### src/rtl/rf_pkg.sv
// rf_pkg: shared constants and types for the register-file port master.
//   DATA_W / ADDR_W / NUM_REGS / TAG_W - register file geometry and tag width
//   rd_rsp_t  - one buffered read response {tag, data0, data1}
//   rf_state_e - front-end state: CLEAR (zeroing registers) or RUN
package rf_pkg;
  localparam int DATA_W   = 32;
  localparam int ADDR_W   = 4;
  localparam int NUM_REGS = 2 ** ADDR_W;
  localparam int TAG_W    = 4;

  typedef struct packed {
    logic [TAG_W-1:0]  tag;
    logic [DATA_W-1:0] data0;
    logic [DATA_W-1:0] data1;
  } rd_rsp_t;

  typedef enum logic {
    CLEAR = 1'b0,
    RUN   = 1'b1
  } rf_state_e;
endpackage

### src/rtl/rf_rsp_fifo.sv
// rf_rsp_fifo: synchronous FIFO of rd_rsp_t, DEPTH entries (power of two, >=2).
//   clk, reset      - clock, async active-high reset (empties the FIFO)
//   push, push_data - enqueue; ignored when full unless a pop happens too
//   pop, pop_data   - dequeue head; pop_data is the current head
//   full, empty, count - occupancy
module rf_rsp_fifo
  import rf_pkg::*;
#(
  parameter int DEPTH = 2,
  localparam int PTR_W = $clog2(DEPTH),
  localparam int CNT_W = PTR_W + 1
) (
  input  logic             clk,
  input  logic             reset,
  input  logic             push,
  input  rd_rsp_t          push_data,
  input  logic             pop,
  output rd_rsp_t          pop_data,
  output logic             full,
  output logic             empty,
  output logic [CNT_W-1:0] count
);
  rd_rsp_t          mem_q [DEPTH];
  logic [PTR_W-1:0] wr_ptr_q, wr_ptr_d, rd_ptr_q, rd_ptr_d;
  logic [CNT_W-1:0] cnt_q, cnt_d;
  logic             push_ok, pop_ok;

  assign full     = (cnt_q == CNT_W'(DEPTH));
  assign empty    = (cnt_q == '0);
  assign count    = cnt_q;
  assign pop_data = mem_q[rd_ptr_q];

  // A push into a full FIFO is legal only when the head leaves the same cycle.
  assign pop_ok  = pop & ~empty;
  assign push_ok = push & (~full | pop_ok);

  // Pointers wrap naturally because DEPTH is a power of two.
  always_comb begin
    wr_ptr_d = wr_ptr_q;
    rd_ptr_d = rd_ptr_q;
    cnt_d    = cnt_q;
    if (push_ok) wr_ptr_d = wr_ptr_q + 1'b1;
    if (pop_ok)  rd_ptr_d = rd_ptr_q + 1'b1;
    if (push_ok && !pop_ok)      cnt_d = cnt_q + 1'b1;
    else if (pop_ok && !push_ok) cnt_d = cnt_q - 1'b1;
  end

  always_ff @(posedge clk or posedge reset) begin
    if (reset) begin
      wr_ptr_q <= '0;
      rd_ptr_q <= '0;
      cnt_q    <= '0;
    end else begin
      wr_ptr_q <= wr_ptr_d;
      rd_ptr_q <= rd_ptr_d;
      cnt_q    <= cnt_d;
    end
  end

  // Storage needs no reset: entries are only read once written.
  always_ff @(posedge clk) begin
    if (push_ok) mem_q[wr_ptr_q] <= push_data;
  end
endmodule

### src/rtl/rf_port_master.sv
// rf_port_master: requester-side front end for a 16x32 2R1W register file.
//   Clears every register after reset / clear_req (clear_busy high meanwhile),
//   passes write requests straight to the write port, and captures the
//   combinational read data of accepted reads into a tagged response FIFO.
// Ports:
//   clk, reset (async, active-high), clear_req, clear_busy
//   rd_req_* (valid/ready, mask, addr0, addr1, tag) -> rd_rsp_* (valid/ready,
//   data0, data1, tag); wr_req_* (valid/ready, addr, data)
//   rf_* - control/data ports of the register file
// Build option: define RF_RAW_FWD_EN to forward same-cycle write data to a
// matching enabled read port; otherwise the old register value is returned.
module rf_port_master
  import rf_pkg::*;
#(
  parameter int RSP_DEPTH = 2
) (
  input  logic              clk,
  input  logic              reset,
  input  logic              clear_req,
  output logic              clear_busy,
  input  logic              rd_req_valid,
  output logic              rd_req_ready,
  input  logic [1:0]        rd_req_mask,
  input  logic [ADDR_W-1:0] rd_req_addr0,
  input  logic [ADDR_W-1:0] rd_req_addr1,
  input  logic [TAG_W-1:0]  rd_req_tag,
  output logic              rd_rsp_valid,
  input  logic              rd_rsp_ready,
  output logic [DATA_W-1:0] rd_rsp_data0,
  output logic [DATA_W-1:0] rd_rsp_data1,
  output logic [TAG_W-1:0]  rd_rsp_tag,
  input  logic              wr_req_valid,
  output logic              wr_req_ready,
  input  logic [ADDR_W-1:0] wr_req_addr,
  input  logic [DATA_W-1:0] wr_req_data,
  output logic [1:0]        rf_read_en,
  output logic [ADDR_W-1:0] rf_raddr_0,
  output logic [ADDR_W-1:0] rf_raddr_1,
  output logic              rf_write_en,
  output logic [ADDR_W-1:0] rf_waddr,
  output logic [DATA_W-1:0] rf_wdata,
  input  logic [DATA_W-1:0] rf_rdata_0,
  input  logic [DATA_W-1:0] rf_rdata_1
);
  localparam logic [ADDR_W-1:0] CLR_LAST = ADDR_W'(NUM_REGS - 1);
  localparam int CNT_W = $clog2(RSP_DEPTH) + 1;

  rf_state_e         state_q, state_d;
  logic [ADDR_W-1:0] clr_cnt_q, clr_cnt_d;
  logic              clear_busy_q, clear_busy_d;
  logic              run, rd_fire, wr_fire, pop, full, empty;
  logic [CNT_W-1:0]  count;
  logic [DATA_W-1:0] d0, d1;
  rd_rsp_t           push_data, pop_data;

  always_comb begin
    state_d   = state_q;
    clr_cnt_d = clr_cnt_q;
    case (state_q)
      CLEAR: begin
        if (clear_req) begin
          clr_cnt_d = '0;
        end else if (clr_cnt_q == CLR_LAST) begin
          state_d   = RUN;
          clr_cnt_d = '0;
        end else begin
          clr_cnt_d = clr_cnt_q + 1'b1;
        end
      end
      default: begin
        if (clear_req) begin
          state_d   = CLEAR;
          clr_cnt_d = '0;
        end
      end
    endcase
    clear_busy_d = (state_d == CLEAR);
  end

  always_ff @(posedge clk or posedge reset) begin
    if (reset) begin
      state_q      <= CLEAR;
      clr_cnt_q    <= '0;
      clear_busy_q <= 1'b1;
    end else begin
      state_q      <= state_d;
      clr_cnt_q    <= clr_cnt_d;
      clear_busy_q <= clear_busy_d;
    end
  end

  assign clear_busy = clear_busy_q;

  // Reset gates every handshake and register-file strobe directly, since the
  // CLEAR state itself would otherwise drive write enables during reset.
  assign run          = (state_q == RUN) & ~reset;
  assign wr_req_ready = run;
  assign rd_req_ready = run & (~full | rd_rsp_ready);
  assign wr_fire      = wr_req_valid & wr_req_ready;
  assign rd_fire      = rd_req_valid & rd_req_ready;

  assign rf_write_en = ~reset & ((state_q == CLEAR) | wr_fire);
  assign rf_waddr    = (state_q == CLEAR) ? clr_cnt_q : wr_req_addr;
  assign rf_wdata    = (state_q == CLEAR) ? '0 : wr_req_data;

  assign rf_read_en = rd_fire ? rd_req_mask : 2'b00;
  assign rf_raddr_0 = rd_req_addr0;
  assign rf_raddr_1 = rd_req_addr1;

`ifdef RF_RAW_FWD_EN
  // The register file only updates at the edge, so a same-cycle write to a
  // port's address is substituted here to give read-after-write semantics.
  assign d0 = !rd_req_mask[0] ? '0 :
              (wr_fire && wr_req_addr == rd_req_addr0) ? wr_req_data : rf_rdata_0;
  assign d1 = !rd_req_mask[1] ? '0 :
              (wr_fire && wr_req_addr == rd_req_addr1) ? wr_req_data : rf_rdata_1;
`else
  assign d0 = rd_req_mask[0] ? rf_rdata_0 : '0;
  assign d1 = rd_req_mask[1] ? rf_rdata_1 : '0;
`endif

  assign push_data = '{tag: rd_req_tag, data0: d0, data1: d1};
  assign pop       = rd_rsp_ready & ~empty;

  rf_rsp_fifo #(.DEPTH(RSP_DEPTH)) u_rsp_fifo (
    .clk       (clk),
    .reset     (reset),
    .push      (rd_fire),
    .push_data (push_data),
    .pop       (pop),
    .pop_data  (pop_data),
    .full      (full),
    .empty     (empty),
    .count     (count)
  );

  assign rd_rsp_valid = ~empty;
  assign rd_rsp_tag   = pop_data.tag;
  assign rd_rsp_data0 = pop_data.data0;
  assign rd_rsp_data1 = pop_data.data1;

  logic unused_ok;
  assign unused_ok = ^count;
endmodule

### config.mk
export PLATFORM = sky130hd
export DESIGN_NAME = rf_port_master
export DESIGN_NICKNAME = d
export VERILOG_FILES = /design/src/rtl/rf_pkg.sv /design/src/rtl/rf_rsp_fifo.sv /design/src/rtl/rf_port_master.sv
export SDC_FILE = /design/constraint.sdc
export NUM_CORES = 1
export LEC_CHECK = 0
export CAP_MARGIN = 10
export CORE_MARGIN = 5
export CORE_UTILIZATION = 44
export DETAILED_ROUTE_END_ITERATION = 16
export PLACE_DENSITY_LB_ADDON = 0.08
export SLEW_MARGIN = 20
export SYNTH_ARGS = -nofsm -noshare
export SYNTH_HDL_FRONTEND = slang
export SYNTH_SLANG_ARGS = --single-unit
### constraint.sdc
create_clock -name clk -period 3.5 [get_ports clk]
set_clock_uncertainty 0.15 [all_clocks]
set_input_delay 0.35 -clock clk [delete_from_list [all_inputs] [get_ports clk]]
set_output_delay 0.35 -clock clk [all_outputs]
set_load 0.02 [all_outputs]
==> flow_summary.json <==
{
  "gp_routability_congestion": 0.752,
  "core_sq_mm": 0.0138,
  "worstPathRequired_ns": 3.00,
  "synth-seq-area-share_pct": 70.3,
  "clk_latency_ns": 0.41,
  "h-tree-depth": 4,
  "route.vias.total": 3749,
  "ys_ff_latch": 146,
  "cts.sinks": 146,
  "path_clk_slew_ns": 0.06,
  "wire_per_inst_microns": 17.2,
  "async_reset_ff_share_pct": 6.85,
  "grt_pass1_wl_mm": 21.3,
  "netlist.area_leader.share_pct": 66.2,
  "viasPerCell": 4.76,
  "fin_util_pct": 66.4,
  "numPortBuffers": 222,
  "start_kind": "flip-flop",
  "grt_pass1_vias": 4103,
  "tightest_slew_ns": 0.976,
  "holdCritPathClass": "primary input to async pin",
  "hold_violations": 0,
  "min_period_over_period_pct": 85.3,
  "cts_tree": "built",
  "dieArea_sq_mm": 0.0165,
  "syn_to_final_growth_pct": 48.8,
  "whs_ns": 0.115,
  "n_fill_cell": 1027,
  "numCtsBuffers": 17,
  "worstPathArrival_ns": 2.49,
  "synthDistinctLibCells": 27,
  "cp_cell_sequence": "mux2_2 > clkdlybuf4s50_1",
  "dpl-instance-area_sq_mm": 0.00852,
  "status": "finished, final reports clean",
  "num_antenna_cells": 0,
  "ioPinCount": 239,
  "clock.fmax_ghz": 0.335,
  "cp-end-kind": "output port",
  "final_layout_size_suffix_gt1_share_pct": 18.6,
  "grt_usage_pct": 17.0,
  "crit_fanout": 69,
  "grt_setup_unrepaired": "no",
  "synth_ff_type": "edfxtp_1",
  "gr-total-overflow": 0,
  "dp_hpwl_mm": 9.08,
  "maxCapViolations": 0,
  "slowest_stage": "dfrtp_4",
  "instances_no_fill": 788,
  "cp_slowest_stage_delay_ns": 1.07,
  "die_h_microns": 128,
  "syn_area_sq_mm": 0.00617,
  "p_per_area_mw_per_mm2": 588,
  "ant_nets": 0,
  "ctsResizeCount": 0,
  "slew_viol_final": 0,
  "synth-edff-count": 136,
  "yosysWarnings": 0,
  "netlist_instances": 376,
  "drt_iter0_drc": 178,
  "slew_headroom_pct": 34.9,
  "postSynthAreaPerCell_sq_um": 16.4,
  "critical_path_class": "flip-flop to output port",
  "drc": 0,
  "multi_input_area_sq_mm": 0.00166,
  "p_leak_nw": 3.27,
  "die_x_microns": 128,
  "start_util_pct": 44.6,
  "synth_area_leaders": "edfxtp_1 66%, mux2_2 13%, and2_1 10%, dfrtp_1 3.6%, buf_4 0.97%",
  "dr.pass1.iters": 4,
  "placedCellCount": 756,
  "fin_tns_setup_ns": 0,
  "cts_buffer_depth": 2,
  "rows": 43,
  "final_nets": 717,
  "seqCellArea_sq_mm": 0.00434,
  "hold_buffers": 0,
  "cts_setup_buffers": 0,
  "min_period_ns": 2.99,
  "ir_drop_mv": 0.395,
  "final_cell_area_sq_mm": 0.00918,
  "setup_viol": 0,
  "grt_max_degree": 70,
  "syn_nets": 498,
  "drt_wl_total_mm": 13.5,
  "synth_largest_area_cell": "edfxtp_1",
  "antenna_found_initial": 1,
  "cts-root-buf": "clkbuf_16"
}
==> kinds of logic after synthesis <==
group                      after synthesis  synth area share [%]
DFF                                    146                  70.3
and+or+nand+nor                        113                  11.4
muxes                                   73                  13.3
buffers and inverters                   30                  2.92
AOI/OAI and AO/OA                        6                 0.669
xor gates and xnor gates                 6                 0.973
adders and majority gates                2                 0.405
==> path summary, 6_finish.rpt <==
check	startpoint	endpoint	slack [ns]	cells past startpoint
min in group clk	u_rsp_fifo.count[1]$_DFFE_PP0P_	u_rsp_fifo.count[1]$_DFFE_PP0P_	0.34	1
max in group asynchronous	reset	u_rsp_fifo.rd_ptr_q$_DFFE_PP0P_	2.76	2
worst max-delay path	u_rsp_fifo.rd_ptr_q$_DFFE_PP0P_	rd_rsp_data1[23]	0.51	2
worst max register to register	u_rsp_fifo.count[1]$_DFFE_PP0P_	u_rsp_fifo.mem_q[1][33]$_DFFE_PP_	1.30	4
worst min-delay path	reset	clr_cnt_q[3]$_DFFE_PP0P_	0.12	2
worst min register to register	u_rsp_fifo.count[1]$_DFFE_PP0P_	u_rsp_fifo.count[1]$_DFFE_PP0P_	0.34	1
==> cells in the final DEF, fill, tap and decap left out, types with 2 or more instances in the layout <==
cell / count
clkinv_4: 3
xnor2_1: 3
clkbuf_16: 17
buf_12: 2
clkdlybuf4s50_1: 222
ha_1: 2
a21o_1: 2
mux2i_1: 2
mux2_2: 70
a31oi_1: 2
clkinv_2: 3
edfxtp_1: 136
nor2_1: 5
dfrtp_1: 8
xor2_1: 2
inv_1: 3
and2b_1: 3
buf_4: 3
and2_1: 98
bufinv_16: 6
==> stage by stage <==
stage	power, W	setup slack, ns
finish	0.00540	0.513
global placement	0.00346	0.846
detailed placement	0.00346	0.828
floorplan	0.00287	0.341
global route	0.00563	0.401
CTS	0.00547	0.460
==> sequential cells by signal (all words and copies together), names as in the netlist <==
register / count
u_rsp_fifo.mem_q: 136
clr_cnt_q: 4
u_rsp_fifo.count: 2
clear_busy: 1
state_q: 1
u_rsp_fifo.rd_ptr_q: 1
u_rsp_fifo.wr_ptr_q: 1
==> Yosys cell counts (3+ instances only) <==
master,instances
and2_1,99
buf_2,6
dfrtp_1,9
nor2_1,5
xnor2_1,3
clkbuf_1,9
mux2_2,70
and2b_1,4
edfxtp_1,136
buf_6,4
inv_1,3
buf_4,8
==> power by group <==
group	switching, W	internal (W)
Clock	0.000655	0.00133
Sequential	0.000184	0.00193
Combinational	0.000509	0.000789
Total	0.00135	0.00405
==> critical path: cells and delay by family (launching register included) <==
kind                   cells  cell delay, ns
DFF                        1            1.07
buffers and inverters      1            0.55
muxes                      1            0.44
==> per-layer routing <==
metal / GRT usage, % / share of wire, % / vias to the layer above
li1: - / - / 1789
met1: 19.6 / 40 / 1793
met2: 28.2 / 50 / 139
met3: 7.14 / 7.9 / 26
met4: 6.24 / 2.2 / 2
met5: 0 / 0.096 / -
==> area by class of cell <==
class                      count  area share, %
clock buffer                  18           4.67
sequential                   146           47.2
multi-input combinational    200           18.1
clock inverter                14           2.55
inverter                       3          0.123
timing repair buffer         227           24.9
tap                          180           2.45
(Power assumes the default switching activity.)
